[config.mk]
export PLATFORM = sky130hd
export DESIGN_NAME = fifo_prog_flat
export DESIGN_NICKNAME = d
export VERILOG_FILES = /design/src/rtl/fifo_prog_if.sv /design/src/rtl/fifo_prog.sv /design/src/flat_wrapper.sv
export SDC_FILE = /design/constraint.sdc
export NUM_CORES = 1
export LEC_CHECK = 0
export CORE_ASPECT_RATIO = 0.5
export CORE_MARGIN = 2
export CORE_UTILIZATION = 30
export CTS_BUF_LIST = sky130_fd_sc_hd__clkbuf_4 sky130_fd_sc_hd__clkbuf_8
export DETAILED_ROUTE_END_ITERATION = 8
export PLACE_DENSITY = 0.63
export SYNTH_ARGS = -nofsm -noshare
export SYNTH_HDL_FRONTEND = slang
export SYNTH_SLANG_ARGS = --single-unit
export TNS_END_PERCENT = 1
[constraint.sdc]
create_clock -name clk -period 5.8 [get_ports clk]
set_input_delay 1.16 -clock clk [delete_from_list [all_inputs] [get_ports clk]]
set_output_delay 1.16 -clock clk [all_outputs]
set_load 0.02 [all_outputs]
[src/rtl/fifo_prog_if.sv]
// Handshake/status bundle for fifo_prog.
// The master side drives requests and thresholds. The slave side (the FIFO) returns data and flags.
interface fifo_prog_if #(
  parameter int data_width    = 6,
  parameter int address_width = 2
);
  logic                   wr_enable;
  logic                   rd_enable;
  logic [data_width-1:0]  data_in;
  logic [address_width:0] umbral_alto;
  logic [address_width:0] umbral_bajo;
  logic                   err_clear;
  logic [data_width-1:0]  data_out;
  logic                   valid_out;
  logic [address_width:0] fifo_count;
  logic                   full_fifo;
  logic                   empty_fifo;
  logic                   almost_full_fifo;
  logic                   almost_empty_fifo;
  logic                   overflow;
  logic                   underflow;
  logic                   error;

  modport master (
    output wr_enable, rd_enable, data_in, umbral_alto, umbral_bajo, err_clear,
    input  data_out, valid_out, fifo_count, full_fifo, empty_fifo,
           almost_full_fifo, almost_empty_fifo, overflow, underflow, error
  );

  modport slave (
    input  wr_enable, rd_enable, data_in, umbral_alto, umbral_bajo, err_clear,
    output data_out, valid_out, fifo_count, full_fifo, empty_fifo,
           almost_full_fifo, almost_empty_fifo, overflow, underflow, error
  );
endinterface

[src/rtl/fifo_prog.sv]
// Parametrised synchronous FIFO with programmable almost-full/almost-empty thresholds.
// It has an occupancy count, an optional first-word-fall-through read and sticky overflow/underflow flags.
module fifo_prog #(
  parameter int data_width    = 6,
  parameter int address_width = 2,
  parameter bit FWFT          = 1'b0
) (
  input  logic       clk,
  input  logic       reset,
  fifo_prog_if.slave bus
);
  localparam int DEPTH = 2 ** address_width;
  localparam logic [address_width:0] DEPTH_CNT = {1'b1, {address_width{1'b0}}};

  logic [data_width-1:0]    mem_q [DEPTH];
  logic [data_width-1:0]    mem_d [DEPTH];
  logic [address_width-1:0] wr_ptr_q, wr_ptr_d;
  logic [address_width-1:0] rd_ptr_q, rd_ptr_d;
  logic [address_width:0]   count_q, count_d;
  logic [data_width-1:0]    dout_q, dout_d;
  logic                     vld_q, vld_d;
  logic                     ovf_q, ovf_d;
  logic                     udf_q, udf_d;
  logic                     full, empty, rd_acc, wr_acc, ovf_evt, udf_evt;

  assign full    = (count_q == DEPTH_CNT);
  assign empty   = (count_q == '0);
  assign rd_acc  = bus.rd_enable & ~empty;
  // A full FIFO still takes a write when a read frees the head slot in the same cycle.
  assign wr_acc  = bus.wr_enable & (~full | rd_acc);
  assign ovf_evt = bus.wr_enable & full & ~bus.rd_enable;
  assign udf_evt = bus.rd_enable & empty;

  always_comb begin
    mem_d    = mem_q;
    wr_ptr_d = wr_ptr_q;
    rd_ptr_d = rd_ptr_q;
    count_d  = count_q;
    dout_d   = dout_q;
    vld_d    = 1'b0;
    if (wr_acc) begin
      mem_d[wr_ptr_q] = bus.data_in;
      wr_ptr_d        = wr_ptr_q + 1'b1;
    end
    if (rd_acc) begin
      rd_ptr_d = rd_ptr_q + 1'b1;
      if (!FWFT) begin
        dout_d = mem_q[rd_ptr_q];
        vld_d  = 1'b1;
      end
    end
    case ({wr_acc, rd_acc})
      2'b10:   count_d = count_q + 1'b1;
      2'b01:   count_d = count_q - 1'b1;
      default: count_d = count_q;
    endcase
    // A fresh event in the clearing cycle keeps the flag set.
    ovf_d = ovf_evt | (ovf_q & ~bus.err_clear);
    udf_d = udf_evt | (udf_q & ~bus.err_clear);
  end

  always_ff @(posedge clk) begin
    if (!reset) begin
      wr_ptr_q <= '0;
      rd_ptr_q <= '0;
      count_q  <= '0;
      dout_q   <= '0;
      vld_q    <= 1'b0;
      ovf_q    <= 1'b0;
      udf_q    <= 1'b0;
    end else begin
      mem_q    <= mem_d;
      wr_ptr_q <= wr_ptr_d;
      rd_ptr_q <= rd_ptr_d;
      count_q  <= count_d;
      dout_q   <= dout_d;
      vld_q    <= vld_d;
      ovf_q    <= ovf_d;
      udf_q    <= udf_d;
    end
  end

  assign bus.data_out          = FWFT ? (empty ? '0 : mem_q[rd_ptr_q]) : dout_q;
  assign bus.valid_out         = FWFT ? ~empty : vld_q;
  assign bus.fifo_count        = count_q;
  assign bus.full_fifo         = full;
  assign bus.empty_fifo        = empty;
  assign bus.almost_full_fifo  = (count_q >= bus.umbral_alto);
  assign bus.almost_empty_fifo = (count_q <= bus.umbral_bajo);
  assign bus.overflow          = ovf_q;
  assign bus.underflow         = udf_q;
  assign bus.error             = ovf_q | udf_q;
endmodule

[src/flat_wrapper.sv]
// flat-port wrapper written by rule: the top's interface ports become plain ports
module fifo_prog_flat 
#(
  parameter int data_width    = 6,
  parameter int address_width = 2,
  parameter bit FWFT          = 1'b0
)
  (clk, reset, bus_wr_enable, bus_rd_enable, bus_data_in, bus_umbral_alto, bus_umbral_bajo, bus_err_clear, bus_data_out, bus_valid_out, bus_fifo_count, bus_full_fifo, bus_empty_fifo, bus_almost_full_fifo, bus_almost_empty_fifo, bus_overflow, bus_underflow, bus_error);
  fifo_prog_if #(.data_width(data_width), .address_width(address_width)) bus_i ();
  input  logic clk;
  input  logic reset;
  input wire logic [$bits(bus_i.wr_enable)-1:0] bus_wr_enable;
  input wire logic [$bits(bus_i.rd_enable)-1:0] bus_rd_enable;
  input wire logic [$bits(bus_i.data_in)-1:0] bus_data_in;
  input wire logic [$bits(bus_i.umbral_alto)-1:0] bus_umbral_alto;
  input wire logic [$bits(bus_i.umbral_bajo)-1:0] bus_umbral_bajo;
  input wire logic [$bits(bus_i.err_clear)-1:0] bus_err_clear;
  output wire logic [$bits(bus_i.data_out)-1:0] bus_data_out;
  output wire logic [$bits(bus_i.valid_out)-1:0] bus_valid_out;
  output wire logic [$bits(bus_i.fifo_count)-1:0] bus_fifo_count;
  output wire logic [$bits(bus_i.full_fifo)-1:0] bus_full_fifo;
  output wire logic [$bits(bus_i.empty_fifo)-1:0] bus_empty_fifo;
  output wire logic [$bits(bus_i.almost_full_fifo)-1:0] bus_almost_full_fifo;
  output wire logic [$bits(bus_i.almost_empty_fifo)-1:0] bus_almost_empty_fifo;
  output wire logic [$bits(bus_i.overflow)-1:0] bus_overflow;
  output wire logic [$bits(bus_i.underflow)-1:0] bus_underflow;
  output wire logic [$bits(bus_i.error)-1:0] bus_error;
  assign bus_i.wr_enable = bus_wr_enable;
  assign bus_i.rd_enable = bus_rd_enable;
  assign bus_i.data_in = bus_data_in;
  assign bus_i.umbral_alto = bus_umbral_alto;
  assign bus_i.umbral_bajo = bus_umbral_bajo;
  assign bus_i.err_clear = bus_err_clear;
  assign bus_data_out = bus_i.data_out;
  assign bus_valid_out = bus_i.valid_out;
  assign bus_fifo_count = bus_i.fifo_count;
  assign bus_full_fifo = bus_i.full_fifo;
  assign bus_empty_fifo = bus_i.empty_fifo;
  assign bus_almost_full_fifo = bus_i.almost_full_fifo;
  assign bus_almost_empty_fifo = bus_i.almost_empty_fifo;
  assign bus_overflow = bus_i.overflow;
  assign bus_underflow = bus_i.underflow;
  assign bus_error = bus_i.error;
  fifo_prog #(.data_width(data_width), .address_width(address_width), .FWFT(FWFT)) u_core (.clk(clk), .reset(reset), .bus(bus_i));
endmodule
==> metrics.txt <==
critical path fanouts, max 2; cell count after synthesis 145; routability cong. 0.7291; Clk pin slew, worst setup/hold paths 0.08 ns; CTS hold repair buffers 0; relative slew slack 0.5688; CP required 4.64 ns; total gr overflow 0; RSZ-0062 raised after global routing no; Pins Over Slew Limit 0; endpoints failing hold 0; Synth area leaders edfxtp_1 39%, dfxtp_1 17%, mux4_2 7.4%, ha_1 6.8%, nand2_1 3.7%; period utilisation layout 0.7104; cell mode on critical path clkdlybuf4s50_1; Avg Cell Area, Syn 12.65 um2; final WL 3.362 mm; Tot Pwr 726.1 uW; core footprint 5981 um2; Inserted Clock Buffers 5; endpoints failing setup 0; die height 59.29 um; area fraction of the dominant cell type after synthesis 0.3929; slew at the pin closest to its max-slew limit 0.6447 ns; Area growth, synth to finish 27.63%; DRC Markers 0; fillers 565; Pleak 0.8474 nW; status finished, final reports clean; most frequent cell after synthesis edfxtp_1; hpwl dp 2.281 mm; Pre-antenna DRT Iters 4; Initial Util 0.3067; vias in the first global route 1123; I/O pin count 34; Post-Syn Area 1834 um2; Die ar. 6793 um2; clk root buf clkbuf_8; Synth Flop Type edfxtp_1; Synth Warn # 0; post-layout min period 4.120 ns; Cell Pwr Density 310.2 nW/um2; DRT antenna net count 0; routed via count 1170; vias per cell 4.570; #FFs+latches synth 40; Post-Syn Nets 173; CP max-delay cell clkdlybuf4s50_1; largest net degree at the start of global routing 22; Post-synth EDFFs 24; Total GRT Usage 0.1051; # rows 20; Port Buf Inserts 33; type of origin of the critical path input pin; leading area contributor after synthesis edfxtp_1; worst skew pair latency 0.29 ns; Worst Setup End Kind output pin; Async S/R FF share, synth 0; register area share after synthesis 0.5675; total negative setup slack 0 ns; peak supply drop 117.5 uV; synth unique cells 34; Post-synth top cells 24 x edfxtp_1, 18 x nand2_1, 16 x dfxtp_1; n_diodes 0; Final nets 206; CP max stage delay 0.62 ns; hold_ws 0.4704 ns; htree depth 2; number of post-CTS setup repair buffers 0; share of cells above drive strength 1 0.09497; critical path, cell by cell clkdlybuf4s50_1, inv_1, ha_1, nor2b_1, o21a_1, o21ai_0, clkdlybuf4s50_1; Hold/Removal Path Class reg2reg; Sinks on Clock Net 40; max-capacitance violation count 0; CTS Buffer Depth 2; critical path class in2out; Clock Skew 0.003141 ns; Resized cells post-CTS 0; DRT iter0 DRCs 49; worst path arrival time 2.96 ns; Highest Clock Rate 242.7 MHz; CTS tree yes; initial antenna violation count 0; Die Wd 114.6 um; first-pass GRT wire length 5.402 mm; WL per Instance 13.13 um
power by group:
group          leakage, nW  internal (mW)  switching [mW]
Sequential           0.349          0.319          0.0199
Combinational        0.443         0.0828          0.0751
Clock               0.0558          0.127           0.101
worst max-delay path: cells and delay by family:
family,cells,cell delay (ns)
buffers and inverters,3,1.12
AO/OA/AOI/OAI,2,0.29
AND/OR/NAND/NOR,1,0.13
adder cells (fa/ha/maj),1,0.27
per-layer routing:
metal / share of wire / wire length, um / track usage
met5: 0 / 0 / 0
met4: 0.0048 / 16 / 0.02091
met3: 0.037 / 126 / 0.03579
met2: 0.48 / 1600 / 0.1809
met1: 0.48 / 1619 / 0.1316
layout by cell type, fill, tap and decap left out, drive strengths merged:
cell / Yosys / routed
or3b: 1 / 1
nand3: 1 / 1
o21a: 4 / 4
fa: 1 / 1
nor3b: 1 / 1
a2111oi: 1 / 1
clkbuf: 3 / 5
or2: 1 / 1
nand2b: 4 / 4
xnor2: 3 / 3
a211oi: 1 / 1
o31ai: 1 / 1
edfxtp: 24 / 24
o21ai: 3 / 3
nor3: 1 / 1
a21o: 2 / 2
clkdlybuf4s50: 0 / 33
and2: 4 / 4
xor2: 2 / 2
and3: 4 / 4
a21oi: 2 / 2
nand3b: 1 / 1
nand2: 18 / 18
nor2: 3 / 3
ha: 10 / 10
nor2b: 5 / 5
a21boi: 7 / 7
clkinv: 0 / 2
inv: 9 / 9
dfxtp: 16 / 16
mux4: 6 / 6
bufinv: 0 / 1
mux2i: 1 / 1
o31a: 1 / 1
registers in the layout (all words and copies together) (netlist names):
| signal | count |
|---|---|
| u_core.rd_ptr_q | 2 |
| u_core.bus.valid_out | 1 |
| u_core.mem_q | 24 |
| u_core.bus.data_out | 6 |
| u_core.bus.fifo_count | 3 |
| u_core.bus.underflow | 1 |
| u_core.wr_ptr_q | 2 |
| u_core.bus.overflow | 1 |
layout make-up:
type,instances,area [um2],area share
clock buffers,5,68.82,0.02940
clock inverters,3,42.54,0.01817
inverters,9,33.78,0.01443
multi-input cells,89,728.2,0.3111
flip-flops and latches,40,1041,0.4447
well taps,77,96.34,0.04115
repair buffers,33,330.3,0.1411
cells by family (layout without fill, tap and decap cells):
family | count (synthesis) | after routing | synth area share
AND/OR/NAND/NOR | 44 | 44 | 0.1241
buffers and inverters | 16 | 50 | 0.03547
AO/OA/AOI/OAI | 22 | 22 | 0.09072
XOR/XNOR | 5 | 5 | 0.02388
flip-flops | 40 | 40 | 0.5675
adder cells (fa/ha/maj) | 11 | 11 | 0.07913
multiplexers | 7 | 7 | 0.07913
per-stage QoR:
| stage | worst slack (ns) | instance area [um2] | util | instances |
|---|---|---|---|---|
| finish | 1.680 | 2341 | 0.3914 | 256 |
| CTS | 1.665 | 2341 | 0.3914 | 256 |
| global route | 1.611 | 2341 | 0.3914 | 256 |
| floorplan | 2.433 | 1834 | - | 145 |
| global placement | 1.697 | 2230 | 0.3728 | 248 |
| detailed placement | 1.677 | 2230 | 0.3728 | 248 |
final timing paths:
path / startpoint / slack [ns] / end / cells after the start
max reg2reg: u_core.bus.fifo_count[1] / 3.66 / u_core.bus.fifo_count[2] / 5
min: u_core.bus.data_out[1] / 0.47 / u_core.bus.data_out[1] / 2
min reg2reg: u_core.bus.data_out[1] / 0.47 / u_core.bus.data_out[1] / 2
max: bus_umbral_bajo[1] / 1.68 / bus_almost_empty_fifo / 7
(Power assumes the default switching activity.)
==> RTL change 1: new RTL, same flow settings <==
`address_width` is set to 2 in 3 places; all go to 1.
--- a/src/rtl/fifo_prog_if.sv
+++ b/src/rtl/fifo_prog_if.sv
@@ -2,7 +2,7 @@
 // The master side drives requests and thresholds. The slave side (the FIFO) returns data and flags.
 interface fifo_prog_if #(
   parameter int data_width    = 6,
-  parameter int address_width = 2
+  parameter int address_width = 1
 );
   logic                   wr_enable;
   logic                   rd_enable;
--- a/src/rtl/fifo_prog.sv
+++ b/src/rtl/fifo_prog.sv
@@ -2,7 +2,7 @@
 // It has an occupancy count, an optional first-word-fall-through read and sticky overflow/underflow flags.
 module fifo_prog #(
   parameter int data_width    = 6,
-  parameter int address_width = 2,
+  parameter int address_width = 1,
   parameter bit FWFT          = 1'b0
 ) (
   input  logic       clk,
--- a/src/flat_wrapper.sv
+++ b/src/flat_wrapper.sv
@@ -2,7 +2,7 @@
 module fifo_prog_flat 
 #(
   parameter int data_width    = 6,
-  parameter int address_width = 2,
+  parameter int address_width = 1,
   parameter bit FWFT          = 1'b0
 )
   (clk, reset, bus_wr_enable, bus_rd_enable, bus_data_in, bus_umbral_alto, bus_umbral_bajo, bus_err_clear, bus_data_out, bus_valid_out, bus_fifo_count, bus_full_fifo, bus_empty_fifo, bus_almost_full_fifo, bus_almost_empty_fifo, bus_overflow, bus_underflow, bus_error);
Interface: changed (resized bus_fifo_count, bus_umbral_alto and bus_umbral_bajo); port bits go from 34 to 31. The function was not compared with the original's and may differ.
==> RTL change 1 against the unedited design <==
Global-route usage fell by 1.1 points; hold slack improved by 33 ps; non-clock buffer count fell by 3; routed wire length fell by 48%; count of clock-buffer cells in the layout fell by 2; power fell by 17%; first-iteration DRC count fell by 65%; synthesized area fell by 42%; cell area fell by 38%; fmax rose by 4.0%; cell count fell by 34%; sequential cell count fell by 15; clock power fell by 55%; setup slack improved by 160 ps.
==> RTL change 1: results (changes against the unedited design) <==
stage	metric	value	unit	change
outcome	status	complete, no violations		unchanged
timing	Worst-Margin Slew	566	ps	was 645 ps
route	drt pass-1 iters	2		was 4
global_route	met2 Resource Use GR	0.180		was 0.181
cts	H-tree depth	1		was 2
yosys	distinct cell type count after synthesis	29		was 34
yosys	Mapped Nets	108		was 173
power	Peak VDD IR	0.114	mV	was 0.118 mV
yosys	ranking of synthesized cells by area	edfxtp_1 (34%), dfxtp_1 (24%), ha_1 (5.9%)		was edfxtp_1 (39%), dfxtp_1 (17%), mux4_2 (7.4%)
worst_setup_path	reg2reg path depth	6		was 5
layout	Largest register FFs	12		was 24
global_route	vias in the first global route	654		was 1123
cts	TritonCTS Buffers	3		was 5
yosys	Post-synth top cells	dfxtp_1 (13), edfxtp_1 (12), nand2_1 (8)		was edfxtp_1 (24), nand2_1 (18), dfxtp_1 (16)
yosys	adder-cell share of the synthesized area	0.0586		was 0.0791
placement	Post-Place Setup Slack	1830	ps	was 1680 ps
placement	hpwl dp	1270	um	was 2280 um
yosys	compound-cell area share of the yosys netlist	0.103		was 0.0907
yosys	Mapped Cells	88		was 145
timing	Final min period	3960	ps	was 4120 ps
global_route	largest net degree at the start of global routing	16		was 22
yosys	mux contribution to synthesized area	0.0563		was 0.0791
layout	Final Non-Filler Cells	169		was 256
yosys	register area share after synthesis	0.581		was 0.568
global_route	GRT Resource Usage Total	0.0941		was 0.105
yosys	Post-synth EDFFs	12		was 24
route	Met2 Routed Length	876	um	was 1600 um
layout	final net count	139		was 206
cts	worst skew pair latency	260	ps	was 290 ps
worst_setup_path	r2r setup slk	3770	ps	was 3660 ps
global_route	GRT met1 Usage	0.0988		was 0.132
worst_setup_path	reg-to-reg critical path endpoint	u_core.bus.fifo_count[1]		was u_core.bus.fifo_count[2]
worst_setup_path	CP arrival	2800	ps	was 2960 ps
placement	area post-placement	1410	um2	was 2230 um2
yosys	ys flop type	dfxtp_1		was edfxtp_1
global_route	GR Util met3	0.0358		about the same
route	wl on met1	778	um	was 1620 um
placement	Port Buf Inserts	30		was 33
route	total length of routed met3 wires	101	um	was 126 um
route	Via density	4.30		was 4.57
route	violation count after the first detailed-route iteration	17		was 49
layout	layout cells sized above 1	0.0678		was 0.0950
-- RTL change 1: worst max-delay path, cell delays in order --
cell and delay [ps]:
clkdlybuf4s50_1 450, inv_1 40, ha_1 270, nor2b_1 130, o21ai_0 140, clkdlybuf4s50_1 620
-- RTL change 1: final cells by class --
cell class | instances | area (um2)
clock inverters | 1 | 7.51
fillers | 331 | 1960
repair buffers | 30 | 300
flip-flops and latches | 25 | 621
well taps | 51 | 63.8
multi-input cells | 53 | 399
clock buffers | 3 | 41.3
inverters | 6 | 22.5
-- RTL change 1: how the worst min path moves through the flow --
stage,start,slack (ps),cells after the start,end
floorplan,u_core.wr_ptr_q,470,1,u_core.wr_ptr_q
global placement,u_core.wr_ptr_q,480,2,u_core.wr_ptr_q
detailed placement,u_core.bus.data_out[0],490,1,u_core.bus.data_out[0]
CTS,u_core.bus.data_out[0],510,1,u_core.bus.data_out[0]
global route,u_core.bus.data_out[0],520,1,u_core.bus.data_out[0]
finish,u_core.bus.data_out[1],500,1,u_core.bus.data_out[1]
-- RTL change 1: metrics by stage --
stage          utilization  power [W]
3_3_place_gp         0.412   0.000507
5_1_grt              0.426   0.000649
3_5_place_dp         0.412   0.000510
2_1_floorplan            -   0.000411
4_1_cts              0.426   0.000614
6_report             0.426   0.000605
-- RTL change 1: power by group through the flow --
stage / Sequential, W / Clock, W / Combinational, W
floorplan: 0.000266 / 0 / 0.000146
global placement: 0.000255 / 0 / 0.000252
detailed placement: 0.000256 / 0 / 0.000255
CTS: 0.000251 / 0.000108 / 0.000255
global route: 0.000257 / 0.000114 / 0.000277
finish: 0.000251 / 0.000102 / 0.000252
==> RTL change 2: new RTL, same flow settings <==
Made on the original files. Take the reset off `dout_q` and load it in a clocked block of its own.
--- a/src/rtl/fifo_prog.sv
+++ b/src/rtl/fifo_prog.sv
@@ -64,7 +64,6 @@
       wr_ptr_q <= '0;
       rd_ptr_q <= '0;
       count_q  <= '0;
-      dout_q   <= '0;
       vld_q    <= 1'b0;
       ovf_q    <= 1'b0;
       udf_q    <= 1'b0;
@@ -73,11 +72,14 @@
       wr_ptr_q <= wr_ptr_d;
       rd_ptr_q <= rd_ptr_d;
       count_q  <= count_d;
-      dout_q   <= dout_d;
       vld_q    <= vld_d;
       ovf_q    <= ovf_d;
       udf_q    <= udf_d;
     end
+  end
+
+  always_ff @(posedge clk) begin
+    dout_q <= dout_d;
   end
 
   assign bus.data_out          = FWFT ? (empty ? '0 : mem_q[rd_ptr_q]) : dout_q;
Function: differs if reset is asserted again (counterexample within 4 cycles, from zero or initial values and one cycle with reset low); with reset held inactive, the same outputs for 10 cycles.
==> RTL change 2 against the unedited design <==
Combinational power down 5%; setup slack lost 38 ps; clock power shrank 22%; largest power group unchanged; power fell by 6.8%; clock skew increased by 4.5 ps; cell area shrank 2.5%; via count decreased by 10%; synthesized area decreased by 2.0%; count of clock-buffer cells in the layout unchanged; routed wire length shrank 8.4%; critical path depth did not move; sequential cell count is the same; sequential share of layout area is 3.8 points higher.
==> RTL change 2: results (changes against the unedited design) <==
stage	metric	value	unit	change
global_route	GRT met1 Usage	0.129		was 0.132
hold_path	min-delay src	u_core.wr_ptr_q[1]		was u_core.bus.data_out[1]
layout	layout cells sized above 1	0.113		was 0.0950
layout	Diodes inserted	0		unchanged
placement	area post-placement	2200	um2	was 2230 um2
route	Via density	4.51		was 4.57
route	drt pass-1 iters	5		was 4
power	Static Leakage	0.829	nW	was 0.847 nW
global_route	GR Util met3	0.0299		was 0.0358
placement	routability cong.	0.688		was 0.729
worst_setup_path	r2r setup slk	3560	ps	was 3660 ps
global_route	vias in the first global route	1047		was 1123
layout	Biggest register	u_core.mem_q		unchanged
placement	DP Cell Count	225		was 248
yosys	Post-synth EDFFs	30		was 24
placement	hpwl dp	2160	um	was 2280 um
timing	Hold WS	521	ps	was 470 ps
global_route	largest net degree at the start of global routing	16		was 22
global_route	first-pass GRT wire length	4980	um	was 5400 um
yosys	distinct cell type count after synthesis	35		was 34
timing	relative slew slack	0.595		was 0.569
power	Peak VDD IR	0.0935	mV	was 0.118 mV
layout	final net count	187		was 206
worst_setup_path	reg2reg start	u_core.bus.fifo_count[1]		unchanged
yosys	ranking of synthesized cells by area	edfxtp_1 (50%), dfxtp_1 (11%), mux4_2 (7.5%)		was edfxtp_1 (39%), dfxtp_1 (17%), mux4_2 (7.4%)
worst_setup_path	reg-to-reg critical path endpoint	u_core.bus.fifo_count[1]		was u_core.bus.fifo_count[2]
yosys	syn avg cell area	14.5	um2	was 12.7 um2
route	Routed WL	3080	um	was 3360 um
yosys	register area share after synthesis	0.613		was 0.568
worst_setup_path	worst-path fanout max	2		unchanged
layout	Fillers	556		was 565
yosys	Mapped Nets	152		was 173
global_route	met2 Resource Use GR	0.160		was 0.181
outcome	status	complete, no violations		unchanged
yosys	Post-synth top cells	edfxtp_1 (30), dfxtp_1 (10), ha_1 (10)		was edfxtp_1 (24), nand2_1 (18), dfxtp_1 (16)
route	violation count after the first detailed-route iteration	21		was 49
global_route	GRT Resource Usage Total	0.101		was 0.105
timing	Clock Skews	7.61	ps	was 3.14 ps
route	drt wl/cell	13.2	um	was 13.1 um
hold_path	Hold EP	u_core.wr_ptr_q[1]		was u_core.bus.data_out[1]
worst_setup_path	reg2reg path depth	6		was 5
RTL change 2: cell count changes in the layout (fill, tap and decap cells not counted):
cell        change
xnor2_1         -2
clkinv_4        -1
xor2_1          +1
nor2b_1         -1
and2_1          +1
bufinv_16       -1
clkinvlp_4      +2
dfxtp_1         -6
a21boi_0        -6
nand2b_1        -1
nand2_1        -12
xnor2_2         +1
edfxtp_1        +6
RTL change 2: routing by layer:
layer / vias up / routed length (um)
met5: - / 0
met4: 0 / 47
met3: 5 / 134
met2: 25 / 1420
met1: 506 / 1480
li1: 515 / -
RTL change 2: worst max-delay path by stage:
stage	startpoint	to	slack, ps	cells past startpoint
6_report	bus_umbral_bajo[1]	bus_almost_empty_fifo	1640	7
5_1_grt	bus_umbral_bajo[1]	bus_almost_empty_fifo	1570	7
4_1_cts	bus_umbral_bajo[1]	bus_almost_empty_fifo	1640	7
3_5_place_dp	bus_umbral_bajo[1]	bus_almost_empty_fifo	1660	7
3_3_place_gp	bus_umbral_bajo[1]	bus_almost_empty_fifo	1690	7
2_1_floorplan	bus_umbral_bajo[1]	bus_almost_empty_fifo	2430	5
RTL change 2: layout make-up:
| class | count | area share |
|---|---|---|
| tap | 73 | 0.0400 |
| clock buffer | 5 | 0.0301 |
| sequential | 40 | 0.482 |
| inverter | 9 | 0.0148 |
| multi-input combinational | 70 | 0.280 |
| clock inverter | 3 | 0.00822 |
| timing repair buffer | 33 | 0.145 |
RTL change 2: per-stage QoR:
step	setup WS [ps]	util	total power [W]
floorplan	2430	-	0.000444
global placement	1690	0.390	0.000502
detailed placement	1660	0.390	0.000508
CTS	1640	0.405	0.000689
global route	1570	0.405	0.000717
finish	1640	0.405	0.000677
RTL change 2: worst register-to-register path: cells and delay by family, from the launching register on:
family / cells / cell delay (ps)
fa+ha+maj: 1 / 480
simple gates: 1 / 150
flops: 1 / 520
compound gates: 4 / 1020
RTL change 2: kinds of logic after synthesis:
logic type      after synthesis  synth area share
flops                        40             0.613
simple gates                 31            0.0982
compound gates               16            0.0676
xor+xnor                      5            0.0286
buf+inv                      14            0.0313
mux                           7            0.0808
fa+ha+maj                    11            0.0808
RTL change 2: power by group:
group          switching, W  total [W]  internal, W
sequential        0.0000186   0.000348     0.000330
combinational     0.0000705   0.000150    0.0000796
clock             0.0000953   0.000178    0.0000830
total              0.000184   0.000677     0.000492
